## src/rtl/tic_tac_toe_nxn_pkg.sv

```systemverilog
// Shared encodings for the N x N tic-tac-toe controller: cell codes and FSM states.
package tic_tac_toe_pkg;

  localparam logic [1:0] CELL_EMPTY    = 2'b00;
  localparam logic [1:0] CELL_PLAYER   = 2'b01;
  localparam logic [1:0] CELL_COMPUTER = 2'b10;

  typedef enum logic [3:0] {
    ST_IDLE     = 4'b0001,
    ST_PLAYER   = 4'b0010,
    ST_COMPUTER = 4'b0100,
    ST_DONE     = 4'b1000
  } state_t;

endpackage

```

## src/rtl/tic_tac_toe_nxn_if.sv

```systemverilog
// Move-entry / board-driver bundle for tic_tac_toe_nxn.
// The master side is the keypad/AI engine; the slave side is the game controller.
interface tic_tac_toe_nxn_if #(
  parameter int N = 3
);
  localparam int CELLS  = N * N;
  localparam int ADDR_W = $clog2(CELLS);
  localparam int MC_W   = $clog2(CELLS + 1);

  logic                new_game;
  logic                player_move;
  logic                computer_move;
  logic [ADDR_W-1:0]   player_address;
  logic [ADDR_W-1:0]   computer_address;
  logic [2*CELLS-1:0]  board;
  logic                turn;
  logic [MC_W-1:0]     move_count;
  logic                win;
  logic                winner;
  logic                draw;
  logic                illegal_move;

  modport master (
    output new_game, player_move, computer_move, player_address, computer_address,
    input  board, turn, move_count, win, winner, draw, illegal_move
  );

  modport slave (
    input  new_game, player_move, computer_move, player_address, computer_address,
    output board, turn, move_count, win, winner, draw, illegal_move
  );
endinterface

```

## src/rtl/tic_tac_toe_nxn_line_checker.sv

```systemverilog
// Combinational line detector: flags a side owning any full row, column or diagonal.
module ttt_line_checker
  import tic_tac_toe_pkg::*;
#(
  parameter int N = 3
) (
  input  logic [2*N*N-1:0] board,
  output logic             player_line,
  output logic             computer_line
);

  // Scan all rows, columns and both diagonals for N equal owned cells.
  always_comb begin : scan
    logic row_p, row_c, col_p, col_c, dia_p, dia_c, ant_p, ant_c;
    player_line   = 1'b0;
    computer_line = 1'b0;
    dia_p = 1'b1;
    dia_c = 1'b1;
    ant_p = 1'b1;
    ant_c = 1'b1;
    for (int unsigned r = 0; r < N; r++) begin
      row_p = 1'b1;
      row_c = 1'b1;
      col_p = 1'b1;
      col_c = 1'b1;
      for (int unsigned c = 0; c < N; c++) begin
        row_p &= (board[2*(r*N+c) +: 2] == CELL_PLAYER);
        row_c &= (board[2*(r*N+c) +: 2] == CELL_COMPUTER);
        col_p &= (board[2*(c*N+r) +: 2] == CELL_PLAYER);
        col_c &= (board[2*(c*N+r) +: 2] == CELL_COMPUTER);
      end
      player_line   |= row_p | col_p;
      computer_line |= row_c | col_c;
      dia_p &= (board[2*(r*N+r) +: 2] == CELL_PLAYER);
      dia_c &= (board[2*(r*N+r) +: 2] == CELL_COMPUTER);
      ant_p &= (board[2*(r*N+N-1-r) +: 2] == CELL_PLAYER);
      ant_c &= (board[2*(r*N+N-1-r) +: 2] == CELL_COMPUTER);
    end
    player_line   |= dia_p | ant_p;
    computer_line |= dia_c | ant_c;
  end

endmodule

```

## src/rtl/tic_tac_toe_nxn.sv

```systemverilog
// N x N tic-tac-toe game controller: arbitrates alternating moves, flags
// illegal moves and reports win/draw on the same edge that accepts a move.
module tic_tac_toe_nxn
  import tic_tac_toe_pkg::*;
#(
  parameter int N           = 3,
  parameter bit FIRST_MOVER = 1'b1
) (
  input  logic                 clk,
  input  logic                 rst,
  tic_tac_toe_nxn_if.slave     bus
);

  localparam int CELLS = N * N;
  localparam int MC_W  = $clog2(CELLS + 1);

  state_t             state;
  logic [2*CELLS-1:0] board_q;
  logic [2*CELLS-1:0] board_nxt;
  logic [MC_W-1:0]    count_q;
  logic               turn_q, win_q, winner_q, draw_q, illegal_q;
  logic               p_free, c_free, p_ok, c_ok, p_line, c_line, last_cell;

  // Move legality and the board as it would look after this edge.
  // Out-of-range addresses never match a cell index, so they are never "free".
  always_comb begin
    p_free    = 1'b0;
    c_free    = 1'b0;
    board_nxt = board_q;
    for (int unsigned i = 0; i < CELLS; i++) begin
      if (32'(bus.player_address) == i && board_q[2*i +: 2] == CELL_EMPTY)
        p_free = 1'b1;
      if (32'(bus.computer_address) == i && board_q[2*i +: 2] == CELL_EMPTY)
        c_free = 1'b1;
    end
    p_ok = (state == ST_PLAYER) && bus.player_move && p_free;
    c_ok = (state == ST_COMPUTER) && bus.computer_move && c_free;
    for (int unsigned i = 0; i < CELLS; i++) begin
      if (p_ok && 32'(bus.player_address) == i)
        board_nxt[2*i +: 2] = CELL_PLAYER;
      if (c_ok && 32'(bus.computer_address) == i)
        board_nxt[2*i +: 2] = CELL_COMPUTER;
    end
    last_cell = (32'(count_q) + 32'd1 == 32'(CELLS));
  end

  ttt_line_checker #(.N(N)) u_lines (
    .board         (board_nxt),
    .player_line   (p_line),
    .computer_line (c_line)
  );

  // Game FSM with registered outputs; rst and new_game clear identically.
  always_ff @(posedge clk) begin
    if (rst || bus.new_game) begin
      state     <= ST_IDLE;
      board_q   <= '0;
      count_q   <= '0;
      turn_q    <= FIRST_MOVER;
      win_q     <= 1'b0;
      winner_q  <= 1'b0;
      draw_q    <= 1'b0;
      illegal_q <= 1'b0;
    end else begin
      illegal_q <= (bus.player_move && !p_ok) || (bus.computer_move && !c_ok);
      case (state)
        ST_IDLE: state <= FIRST_MOVER ? ST_PLAYER : ST_COMPUTER;
        ST_PLAYER, ST_COMPUTER: begin
          if (p_ok || c_ok) begin
            board_q <= board_nxt;
            if (count_q != MC_W'(CELLS))
              count_q <= count_q + 1'b1;
            // Only the mover can complete a line, so a win on the last cell beats draw.
            if ((p_ok && p_line) || (c_ok && c_line)) begin
              win_q    <= 1'b1;
              winner_q <= p_ok;
              state    <= ST_DONE;
            end else if (last_cell) begin
              draw_q <= 1'b1;
              state  <= ST_DONE;
            end else begin
              turn_q <= c_ok;
              state  <= p_ok ? ST_COMPUTER : ST_PLAYER;
            end
          end
        end
        ST_DONE: state <= ST_DONE;
        default: state <= ST_IDLE;
      endcase
    end
  end

  assign bus.board        = board_q;
  assign bus.turn         = turn_q;
  assign bus.move_count   = count_q;
  assign bus.win          = win_q;
  assign bus.winner       = winner_q;
  assign bus.draw         = draw_q;
  assign bus.illegal_move = illegal_q;

endmodule

```

## src/flat_wrapper.sv

```systemverilog
// flat-port wrapper written by rule: the top's interface ports become plain ports
module tic_tac_toe_nxn_flat import tic_tac_toe_pkg::*;
#(
  parameter int N           = 3,
  parameter bit FIRST_MOVER = 1'b1
)
  (clk, rst, bus_new_game, bus_player_move, bus_computer_move, bus_player_address, bus_computer_address, bus_board, bus_turn, bus_move_count, bus_win, bus_winner, bus_draw, bus_illegal_move);
  tic_tac_toe_nxn_if #(.N(N)) bus_i ();
  input  logic clk;
  input  logic rst;
  input wire logic [$bits(bus_i.new_game)-1:0] bus_new_game;
  input wire logic [$bits(bus_i.player_move)-1:0] bus_player_move;
  input wire logic [$bits(bus_i.computer_move)-1:0] bus_computer_move;
  input wire logic [$bits(bus_i.player_address)-1:0] bus_player_address;
  input wire logic [$bits(bus_i.computer_address)-1:0] bus_computer_address;
  output wire logic [$bits(bus_i.board)-1:0] bus_board;
  output wire logic [$bits(bus_i.turn)-1:0] bus_turn;
  output wire logic [$bits(bus_i.move_count)-1:0] bus_move_count;
  output wire logic [$bits(bus_i.win)-1:0] bus_win;
  output wire logic [$bits(bus_i.winner)-1:0] bus_winner;
  output wire logic [$bits(bus_i.draw)-1:0] bus_draw;
  output wire logic [$bits(bus_i.illegal_move)-1:0] bus_illegal_move;
  assign bus_i.new_game = bus_new_game;
  assign bus_i.player_move = bus_player_move;
  assign bus_i.computer_move = bus_computer_move;
  assign bus_i.player_address = bus_player_address;
  assign bus_i.computer_address = bus_computer_address;
  assign bus_board = bus_i.board;
  assign bus_turn = bus_i.turn;
  assign bus_move_count = bus_i.move_count;
  assign bus_win = bus_i.win;
  assign bus_winner = bus_i.winner;
  assign bus_draw = bus_i.draw;
  assign bus_illegal_move = bus_i.illegal_move;
  tic_tac_toe_nxn #(.N(N), .FIRST_MOVER(FIRST_MOVER)) u_core (.clk(clk), .rst(rst), .bus(bus_i));
endmodule
```

## config.mk

```make
export PLATFORM = sky130hd
export DESIGN_NAME = tic_tac_toe_nxn_flat
export DESIGN_NICKNAME = d
export VERILOG_FILES = /design/src/rtl/tic_tac_toe_nxn_pkg.sv /design/src/rtl/tic_tac_toe_nxn_if.sv /design/src/rtl/tic_tac_toe_nxn_line_checker.sv /design/src/rtl/tic_tac_toe_nxn.sv /design/src/flat_wrapper.sv
export SDC_FILE = /design/constraint.sdc
export NUM_CORES = 1
export LEC_CHECK = 0
export BUFFER_PORTS_ARGS = -buffer_cell sky130_fd_sc_hd__buf_2
export CORE_UTILIZATION = 39
export CTS_CLUSTER_DIAMETER = 120
export CTS_CLUSTER_SIZE = 16
export DETAILED_ROUTE_END_ITERATION = 10
export GPL_ROUTABILITY_DRIVEN = 0
export MAX_ROUTING_LAYER = met4
export SLEW_MARGIN = 15
export SYNTH_ARGS = -nofsm -noshare
export SYNTH_HDL_FRONTEND = slang
export SYNTH_SLANG_ARGS = --single-unit
```

## constraint.sdc

```tcl
create_clock -name clk -period 6.1 [get_ports clk]
set_input_delay 0.61 -clock clk [delete_from_list [all_inputs] [get_ports clk]]
set_output_delay 0.61 -clock clk [all_outputs]
set_load 0.05 [all_outputs]
```

# Yosys cells after proc, flatten, opt, wreduce, memory -nomap -nowiden
# Cells that the tools add are included.
# totals
reg_bits	31
input_bits	13
word_cells	207
# op_classes
addsub	2
eq_ne	41
n_mux	41
bitwise	48
n_reduce_logical	67
# op_table
op	n
$logic_and A1 B1 Y1	44
$eq A4 B3 Y1 const B	9
$mux W2	18
$and A1 B1 Y1	32
$eq A32 B4 Y1 const B	1
$eq A4 B2 Y1 const B	5
$eq A2 B1 Y1 const B	9
$eq A2 B2 Y1 const B	9
$logic_not A2 Y1	9
$mux W1	18
$or A1 B1 Y1	14
$eq A4 B1 Y1 const B	3
$eq A4 B4 Y1 const B	3
$mux W4	3
$pmux W4 S3	1
$logic_not A4 Y1	2
$reduce_and A4 Y1	2
$reduce_and A3 Y1	2
$add A4 B1 Y5 const B	1
$add A4 B1 Y4 const B	1
$logic_or A1 B1 Y1	4
$ne A4 B4 Y1 const B	1
$mux W3	1
$logic_not A1 Y1	2
4 further kinds	5

# Longest topological paths before layout
# Gate-level depths: netlist (run 1).
# depth
depth_word	27
depth_mapped	11

# Cells and area by module
# A second synthesis (run 1) with hierarchy kept.
# hier_totals
cells_unflattened	236
hier_area_um2	1993.2
# modules_own_cells
module	instances	cells_each	area_each_um2	seq_area_each_um2
tic_tac_toe_nxn	1	204	1769.2	620.6
ttt_line_checker	1	32	224.0	0.0

# Worst setup path after synthesis (run 1)
# No wires, ideal clock.
# synth_path
path_type	input -> register
from	input bus_computer_address[0]
to	register u_core.draw_q (netlist: u_core.bus.draw)
setup_ns	0.117
arrival_ns	2.548
required_ns	5.983
slack_ns	3.434
cell_stages	10
cell_sequence	buf_2 -> and4bb_1 -> a2111oi_2 -> o311ai_0 -> a31o_2 -> a211oi_2 -> nor2_1 -> nor2_2 -> nor2_2 -> a32o_1
# synth_via
elab_chain_cells	25
elab_cells_between_ends	116
classes_between	eq/ne: 26; mux: 18; bitwise: 47; reduce/logical: 25
# synth_lines
item	line	rtl
start: declaration	flat_wrapper.sv:15	input wire logic [$bits(bus_i.computer_address)-1:0] bus_computer_address;
$logic_not A4 Y1	tic_tac_toe_nxn.sv:33, tic_tac_toe_nxn.sv:41	
$logic_and A1 B1 Y1	tic_tac_toe_nxn.sv:33	if (32'(bus.computer_address) == i && board_q[2*i +: 2] == CELL_EMPTY)
$mux W1 (9 in series)	tic_tac_toe_nxn.sv:33	
$logic_and A1 B1 Y1	tic_tac_toe_nxn.sv:37	c_ok = (state == ST_COMPUTER) && bus.computer_move && c_free;
$logic_and A1 B1 Y1	tic_tac_toe_nxn.sv:41	if (c_ok && 32'(bus.computer_address) == i)
$mux W2	tic_tac_toe_nxn.sv:41	
$eq A2 B1 Y1, or another cell as far along	tic_tac_toe_nxn_line_checker.sv:27, tic_tac_toe_nxn_line_checker.sv:29, tic_tac_toe_nxn_line_checker.sv:34	
$and A1 B1 Y1 (on tied branches) (2 in series)	n/a	
$or A1 B1 Y1 (on tied branches) (3 in series)	tic_tac_toe_nxn_line_checker.sv:32, tic_tac_toe_nxn_line_checker.sv:33	
$or A1 B1 Y1 (on tied branches)	tic_tac_toe_nxn_line_checker.sv:39, tic_tac_toe_nxn_line_checker.sv:40	
$logic_and A1 B1 Y1	tic_tac_toe_nxn.sv:74	if ((p_ok && p_line) || (c_ok && c_line)) begin
$logic_or A1 B1 Y1	tic_tac_toe_nxn.sv:74	
$not A1 Y1 (no source line)	n/a	
$reduce_and A4 Y1 (no source line) (*)	n/a	
end signal: assignment	tic_tac_toe_nxn.sv:62	draw_q <= 1'b0;
end signal: assignment	tic_tac_toe_nxn.sv:79	draw_q <= 1'b1;
end: declaration	tic_tac_toe_nxn.sv:21	logic turn_q, win_q, winner_q, draw_q, illegal_q;
# Mark *: on every way between the ends. The rest lies on a longest branch, timed or not.
# A chain may end at the register's enable or synchronous reset.

# Worst setup path after layout (run 1)
# layout_path
from	register u_core.state[1]
to	register u_core.draw_q (netlist: u_core.bus.draw)
# layout_via
elab_chain_cells	17
elab_cells_between_ends	113
classes_between	eq/ne: 20; mux: 18; bitwise: 47; reduce/logical: 28
# layout_lines
item	line	rtl
start: declaration	tic_tac_toe_nxn.sv:17	state_t state;
start signal: assignment	tic_tac_toe_nxn.sv:67	ST_IDLE: state <= FIRST_MOVER ? ST_PLAYER : ST_COMPUTER;
start signal: assignment	tic_tac_toe_nxn.sv:83	state <= p_ok ? ST_COMPUTER : ST_PLAYER;
$eq A4 B2 Y1	tic_tac_toe_nxn.sv:36, tic_tac_toe_nxn.sv:66	
$logic_and A1 B1 Y1 (2 in series)	tic_tac_toe_nxn.sv:36	p_ok = (state == ST_PLAYER) && bus.player_move && p_free;
$logic_and A1 B1 Y1	tic_tac_toe_nxn.sv:39	if (p_ok && 32'(bus.player_address) == i)
$mux W2	tic_tac_toe_nxn.sv:39	
$mux W2	tic_tac_toe_nxn.sv:41	
$eq A2 B1 Y1, or another cell as far along	tic_tac_toe_nxn_line_checker.sv:27, tic_tac_toe_nxn_line_checker.sv:29, tic_tac_toe_nxn_line_checker.sv:34	
$and A1 B1 Y1 (on tied branches) (2 in series)	n/a	
$or A1 B1 Y1 (on tied branches) (3 in series)	tic_tac_toe_nxn_line_checker.sv:32, tic_tac_toe_nxn_line_checker.sv:33	
$or A1 B1 Y1 (on tied branches)	tic_tac_toe_nxn_line_checker.sv:39, tic_tac_toe_nxn_line_checker.sv:40	
$logic_and A1 B1 Y1	tic_tac_toe_nxn.sv:74	
$logic_or A1 B1 Y1	tic_tac_toe_nxn.sv:74	
$not A1 Y1 (no source line)	n/a	
$reduce_and A4 Y1 (no source line) (*)	n/a	
# Marked as above.

==> results of run 1 <==
==> final cells by class <==
class | count | area (sq um) | area share [%]
Inverter | 13 | 48.80 | 1.995
Timing Repair Buffer | 39 | 195.2 | 7.980
Clock inverter | 1 | 5.005 | 0.2046
Clock buffer | 6 | 82.58 | 3.376
Multi-Input combinational cell | 197 | 1406 | 57.49
Sequential cell | 31 | 620.6 | 25.37
Tap cell | 70 | 87.58 | 3.581
==> metal layers <==
| layer | wire [microns] | global-route usage, % | vias up |
|---|---|---|---|
| met5 | 0 | - | - |
| met4 | 74 | 5.962 | 0 |
| met3 | 504 | 6.826 | 8 |
| met2 | 2646 | 34.45 | 101 |
| met1 | 2905 | 30.58 | 1007 |
| li1 | - | - | 1026 |
==> kinds of logic after synthesis <==
family,Yosys count
flip-flops,31
adder cells (fa/ha/maj),3
AND/OR/NAND/NOR,114
XOR/XNOR,5
buffers and inverters,25
multiplexers,4
AO/OA/AOI/OAI,71
==> state kept, by name, indices dropped and copies added, names as in the netlist <==
register / count
u_core.bus.winner: 1
u_core.bus.move_count: 4
u_core.bus.draw: 1
u_core.state: 4
u_core.bus.turn: 1
u_core.bus.illegal_move: 1
u_core.bus.board: 18
u_core.bus.win: 1
==> cells in the final DEF, fill, tap and decap left out, types with 4 or more instances in the layout <==
cell type	instances
nor2_1	42
buf_2	39
dfxtp_1	31
nand2_1	15
inv_1	13
o21ai_0	10
a21oi_1	10
nand3_1	9
and2_1	8
a41oi_1	8
clkbuf_8	6
nor4_1	5
and3_1	4
a31o_2	4
a31oi_1	4
==> report_power, final <==
| group | switching, mW | internal [mW] |
|---|---|---|
| Sequential | 0.00278 | 0.204 |
| Combinational | 0.0268 | 0.0147 |
| Clock | 0.0788 | 0.0885 |
==> worst max-delay path: stages (launching register included) <==
cell and delay (ns):
dfxtp_1 0.53, nor4b_4 0.68, a41oi_2 0.32, a2111oi_2 0.39
a311oi_1 0.09, a211oi_2 0.27, nor2_1 0.08, nor2_2 0.17
nor2_2 0.07, a32o_1 0.21
==> final timing paths <==
check	slack, ns	cells past startpoint	to
worst max-delay path	3.18	9	u_core.bus.draw$_SDFFE_PP0P_
worst min-delay path	0.48	1	u_core.bus.draw$_SDFFE_PP0P_
worst max register to register	3.18	9	u_core.bus.draw$_SDFFE_PP0P_
worst min register to register	0.48	1	u_core.bus.draw$_SDFFE_PP0P_
==> impl_metrics.json, run 1 <==
{
  "status": "complete, no violations",
  "worst_ep_arrival_time_ns": 3.10,
  "critPathLaunchType": "flip-flop",
  "layout-drive-gt1-share_pct": 25.78,
  "path_max_fanout": 14,
  "ant_nets": 0,
  "detail_route.vias_per_cell": 6.000,
  "hold_ws_ns": 0.4768,
  "fmax_mhz": 342.2,
  "placement.cell_area_sq_um": 2359,
  "synth_edf_count": 0,
  "ys_seq_area_share_pct": 28.99,
  "core_area_sq_um": 5205,
  "h-tree-depth": 2,
  "synthToLayoutAreaGrowth_pct": 14.26,
  "grt_pass1_wl_microns": 10330,
  "clkLatencyLatePin_ns": 0.29,
  "antenna_cells": 0,
  "relSlewSlack_pct": 50.26,
  "drtIter0Drc": 182,
  "hpwlAfterDp_microns": 4511,
  "synth-async-reset-ratio_pct": 0,
  "placed_cells": 350,
  "yosysTopAreaCellShare_pct": 28.99,
  "hold_start": "u_core.bus.draw$_SDFFE_PP0P_",
  "wl_microns": 6131,
  "rr_startpoint": "u_core.state[1]$_SDFFE_PP0P_",
  "post_cts_buffers": 0,
  "io_pins": 40,
  "clock_skew_ns": 0.01222,
  "rsz0062_at_grt": "no",
  "synth_compound_gate_area_share_pct": 27.64,
  "synth_xor_area_share_pct": 2.046,
  "hold_buffers": 0,
  "synth.most_common_cell": "nor2_1",
  "num-nets-final": 303,
  "synth_largest_area_cell": "dfxtp_1",
  "dp_slack_ns": 2.956,
  "required_ns": 6.28,
  "synth_top_family_by_area": "simple AND/OR/NAND/NOR gates",
  "wire_per_inst_microns": 17.17,
  "die_h_microns": 76.09,
  "overflow": 0,
  "powerDensity_nw_per_um2": 169.8,
  "synth_simple_gate_area_share_pct": 31.21,
  "cts_tree": "built",
  "dr.pass1.iters": 4,
  "synthFlopType": "dfxtp_1",
  "ctsResizeCount": 0,
  "min_period_over_period_pct": 47.90,
  "final_util_pct": 47.00,
  "synth-seq-cells": 31,
  "tns_ns": 0,
  "design_area_sq_um": 2446,
  "io_buffers": 39,
  "power.leakage_nw": 0.9808,
  "clock-sinks": 31,
  "antenna_found_initial": 0,
  "yosys-top-cells-area": "dfxtp_1, nor2_1, nor4b_4, a41oi_1, nand2_1",
  "muxShareOfSynthArea_pct": 3.039,
  "drv_cap": 0,
  "peakVddDrop_mv": 0.08559,
  "ys_warn_count": 0,
  "critPathCaptureType": "flip-flop",
  "setup_ws_ns": 3.178,
  "synth_area_sq_um": 2141,
  "die_w_microns": 76.09,
  "hold_class": "reg -> reg",
  "hold_viol": 0,
  "ys_types": 67,
  "grt_pass1_vias": 2007,
  "cts_buffers": 5,
  "vias": 2142,
  "period_needed_ns": 2.922,
  "num_rows": 26,
  "clockBufferDepth": 2,
  "finalNonFillerCells": 357,
  "syn-num-nets": 269,
  "crit_start": "u_core.state[1]$_SDFFE_PP0P_",
  "clockRootBuffer": "clkbuf_8",
  "synth.avg_cell_area_sq_um": 8.462,
  "finalPower_mw": 0.4152,
  "grt_max_degree": 22,
  "grt_usage_pct": 23.14,
  "synth_cells": 253,
  "critPathKind": "reg -> reg",
  "slew_viol_final": 0,
  "drc": 0,
  "finalSetupViolCount": 0,
  "synth_fa_ha_area_share_pct": 1.753,
  "nFillCells": 543,
  "synthTopCellsByCount": "nor2_1, dfxtp_1, nand2_1, inv_1",
  "clkTransAtPathRegs_ns": 0.07,
  "tightest_slew_ns": 0.7368,
  "die-area_sq_um": 5790,
  "start_util_pct": 41.13
}
Power figures use the tool's default switching activity.
==> run 2, diff against run 1 <==
==> constraint.sdc (replaced) <==
create_clock -name clk -period 3 [get_ports clk]
set_input_delay 0.3 -clock clk [delete_from_list [all_inputs] [get_ports clk]]
set_output_delay 0.3 -clock clk [all_outputs]
set_load 0.05 [all_outputs]
==> impl_metrics.json, run 2 (synthesized netlist as in run 1, its figures left out) <==
{
  "h-tree-depth": 2,
  "drc": 0,
  "status": "complete, no violations",
  "hold_viol": 0,
  "critPathLaunchType": "flip-flop",
  "reg2reg_depth": 9,
  "power.leakage_nw": 1.043,
  "grt_usage_pct": 24.14,
  "ant_nets": 0,
  "io_buffers": 39,
  "final_cell_mix": "nor2_1, buf_2, dfxtp_1",
  "tightest_slew_ns": 0.7560,
  "reg2reg_to": "u_core.state[1]$_SDFFE_PP0P_",
  "required_ns": 3.18,
  "cts_buffers": 5,
  "crit_start": "u_core.state[2]$_SDFFE_PP0P_",
  "finalSetupViolCount": 0,
  "antenna_cells": 0,
  "hold_class": "in -> reg",
  "path_max_fanout": 8,
  "grt_pass1_wl_microns": 10740,
  "placed_cells": 363,
  "nFillCells": 533,
  "post_cts_buffers": 0,
  "fmax_mhz": 381.0,
  "tns_ns": 0,
  "hpwlAfterDp_microns": 4945,
  "slew_viol_final": 0,
  "detail_route.vias_per_cell": 5.911,
  "antenna_found_initial": 0,
  "slowest_delay_ns": 0.53,
  "layout-drive-gt1-share_pct": 28.90,
  "num-nets-final": 316,
  "start_util_pct": 41.13,
  "finalPower_mw": 0.8328,
  "critPathCaptureType": "flip-flop",
  "cp_slowest_cell": "dfxtp_1",
  "worst_ep_arrival_time_ns": 2.81,
  "cts_tree": "built",
  "clkTransAtPathRegs_ns": 0.06,
  "drtIter0Drc": 229,
  "clkLatencyLatePin_ns": 0.29,
  "die_h_microns": 76.09,
  "io_pins": 40,
  "synthToLayoutAreaGrowth_pct": 18.70,
  "timing.reg2reg.setup_slack_ns": 0.38,
  "rsz0062_at_grt": "no",
  "cp_top_family": "compound AO/OA/AOI/OAI gates",
  "ctsResizeCount": 0,
  "clock_skew_ns": 0.006137,
  "hold_ws_ns": 0.4153,
  "worst-path-stages": 9,
  "cp_cell_sequence": "nor4b_4 -> and3_2 -> a41o_1 -> nand2_1 -> o32a_1 -> o311a_4 -> o311ai_4 -> o21ai_1 -> and3_1",
  "largest_register_ffs": 18,
  "hold_buffers": 0,
  "num_rows": 26,
  "overflow": 0,
  "peakVddDrop_mv": 0.2482,
  "relSlewSlack_pct": 49.41,
  "period_needed_ns": 2.625,
  "grt_max_degree": 22,
  "core_area_sq_um": 5205,
  "drv_cap": 0,
  "grt_pass1_vias": 2049,
  "die-area_sq_um": 5790,
  "clockRootBuffer": "clkbuf_8",
  "die_w_microns": 76.09,
  "final_common_cell": "nor2_1",
  "critPathKind": "reg -> reg",
  "min_period_over_period_pct": 87.49,
  "cp_num_buf_inv": 0,
  "powerDensity_nw_per_um2": 327.7,
  "crit_end": "u_core.state[1]$_SDFFE_PP0P_",
  "wl_microns": 6494,
  "dr.pass1.iters": 5,
  "clock-sinks": 31,
  "wire_per_inst_microns": 17.50,
  "clockBufferDepth": 2,
  "finalNonFillerCells": 371,
  "vias": 2193,
  "rr_startpoint": "u_core.state[2]$_SDFFE_PP0P_"
}
[run 2: worst min-delay path: cells and delay by family]
family / cells / cell delay (ns)
and+or+nand+nor: 1 / 0.16
AOI/OAI and AO/OA: 1 / 0.12
buffers and inverters: 1 / 0.08
[run 2: worst min path at each step]
stage / startpoint / cells after the start / end
final: rst / 3 / u_core.state[0]$_SDFFE_PP1P_
after floorplan: bus_computer_move / 2 / u_core.bus.illegal_move$_SDFF_PP0_
after detailed placement: u_core.bus.draw$_SDFFE_PP0P_ / 1 / u_core.bus.draw$_SDFFE_PP0P_
after CTS: bus_computer_move / 3 / u_core.bus.illegal_move$_SDFF_PP0_
after global routing: rst / 3 / u_core.state[0]$_SDFFE_PP1P_
after global placement: u_core.bus.draw$_SDFFE_PP0P_ / 1 / u_core.bus.draw$_SDFFE_PP0P_
[run 2: area by class of cell]
class | instances | area (sq um) | area share, %
multi-input combinational | 197 | 1406 | 55.34
sequential | 31 | 620.6 | 24.42
timing repair buffer | 52 | 292.8 | 11.52
tap | 70 | 87.58 | 3.447
clock buffer | 6 | 72.57 | 2.856
inverter | 13 | 48.80 | 1.920
clock inverter | 2 | 12.51 | 0.4924
[run 2: per-stage QoR]
stage	worst slack, ns	area, sq um	utilization, %
2_1_floorplan	0.3472	2141	-
3_3_place_gp	0.3772	2456	47.19
3_5_place_dp	0.3633	2456	47.19
4_1_cts	0.3961	2541	48.82
5_1_grt	0.1910	2541	48.82
6_report	0.3752	2541	48.82
[run 2: routing by layer]
metal / up-vias / GRT usage [%] / routed length, microns / part of all wire (%)
li1: 1039 / - / - / -
met1: 1031 / 32.79 / 2862 / 44
met2: 112 / 34.55 / 2846 / 44
met3: 11 / 5.150 / 662 / 10
met4: 0 / 10.00 / 123 / 1.9
met5: - / - / 0 / 0
[run 2: where the power goes]
group	switching, mW	internal [mW]	total (mW)	leakage [nW]
clock	0.163	0.162	0.325	0.0412
combinational	0.0561	0.0315	0.0876	0.752
sequential	0.00587	0.414	0.420	0.250
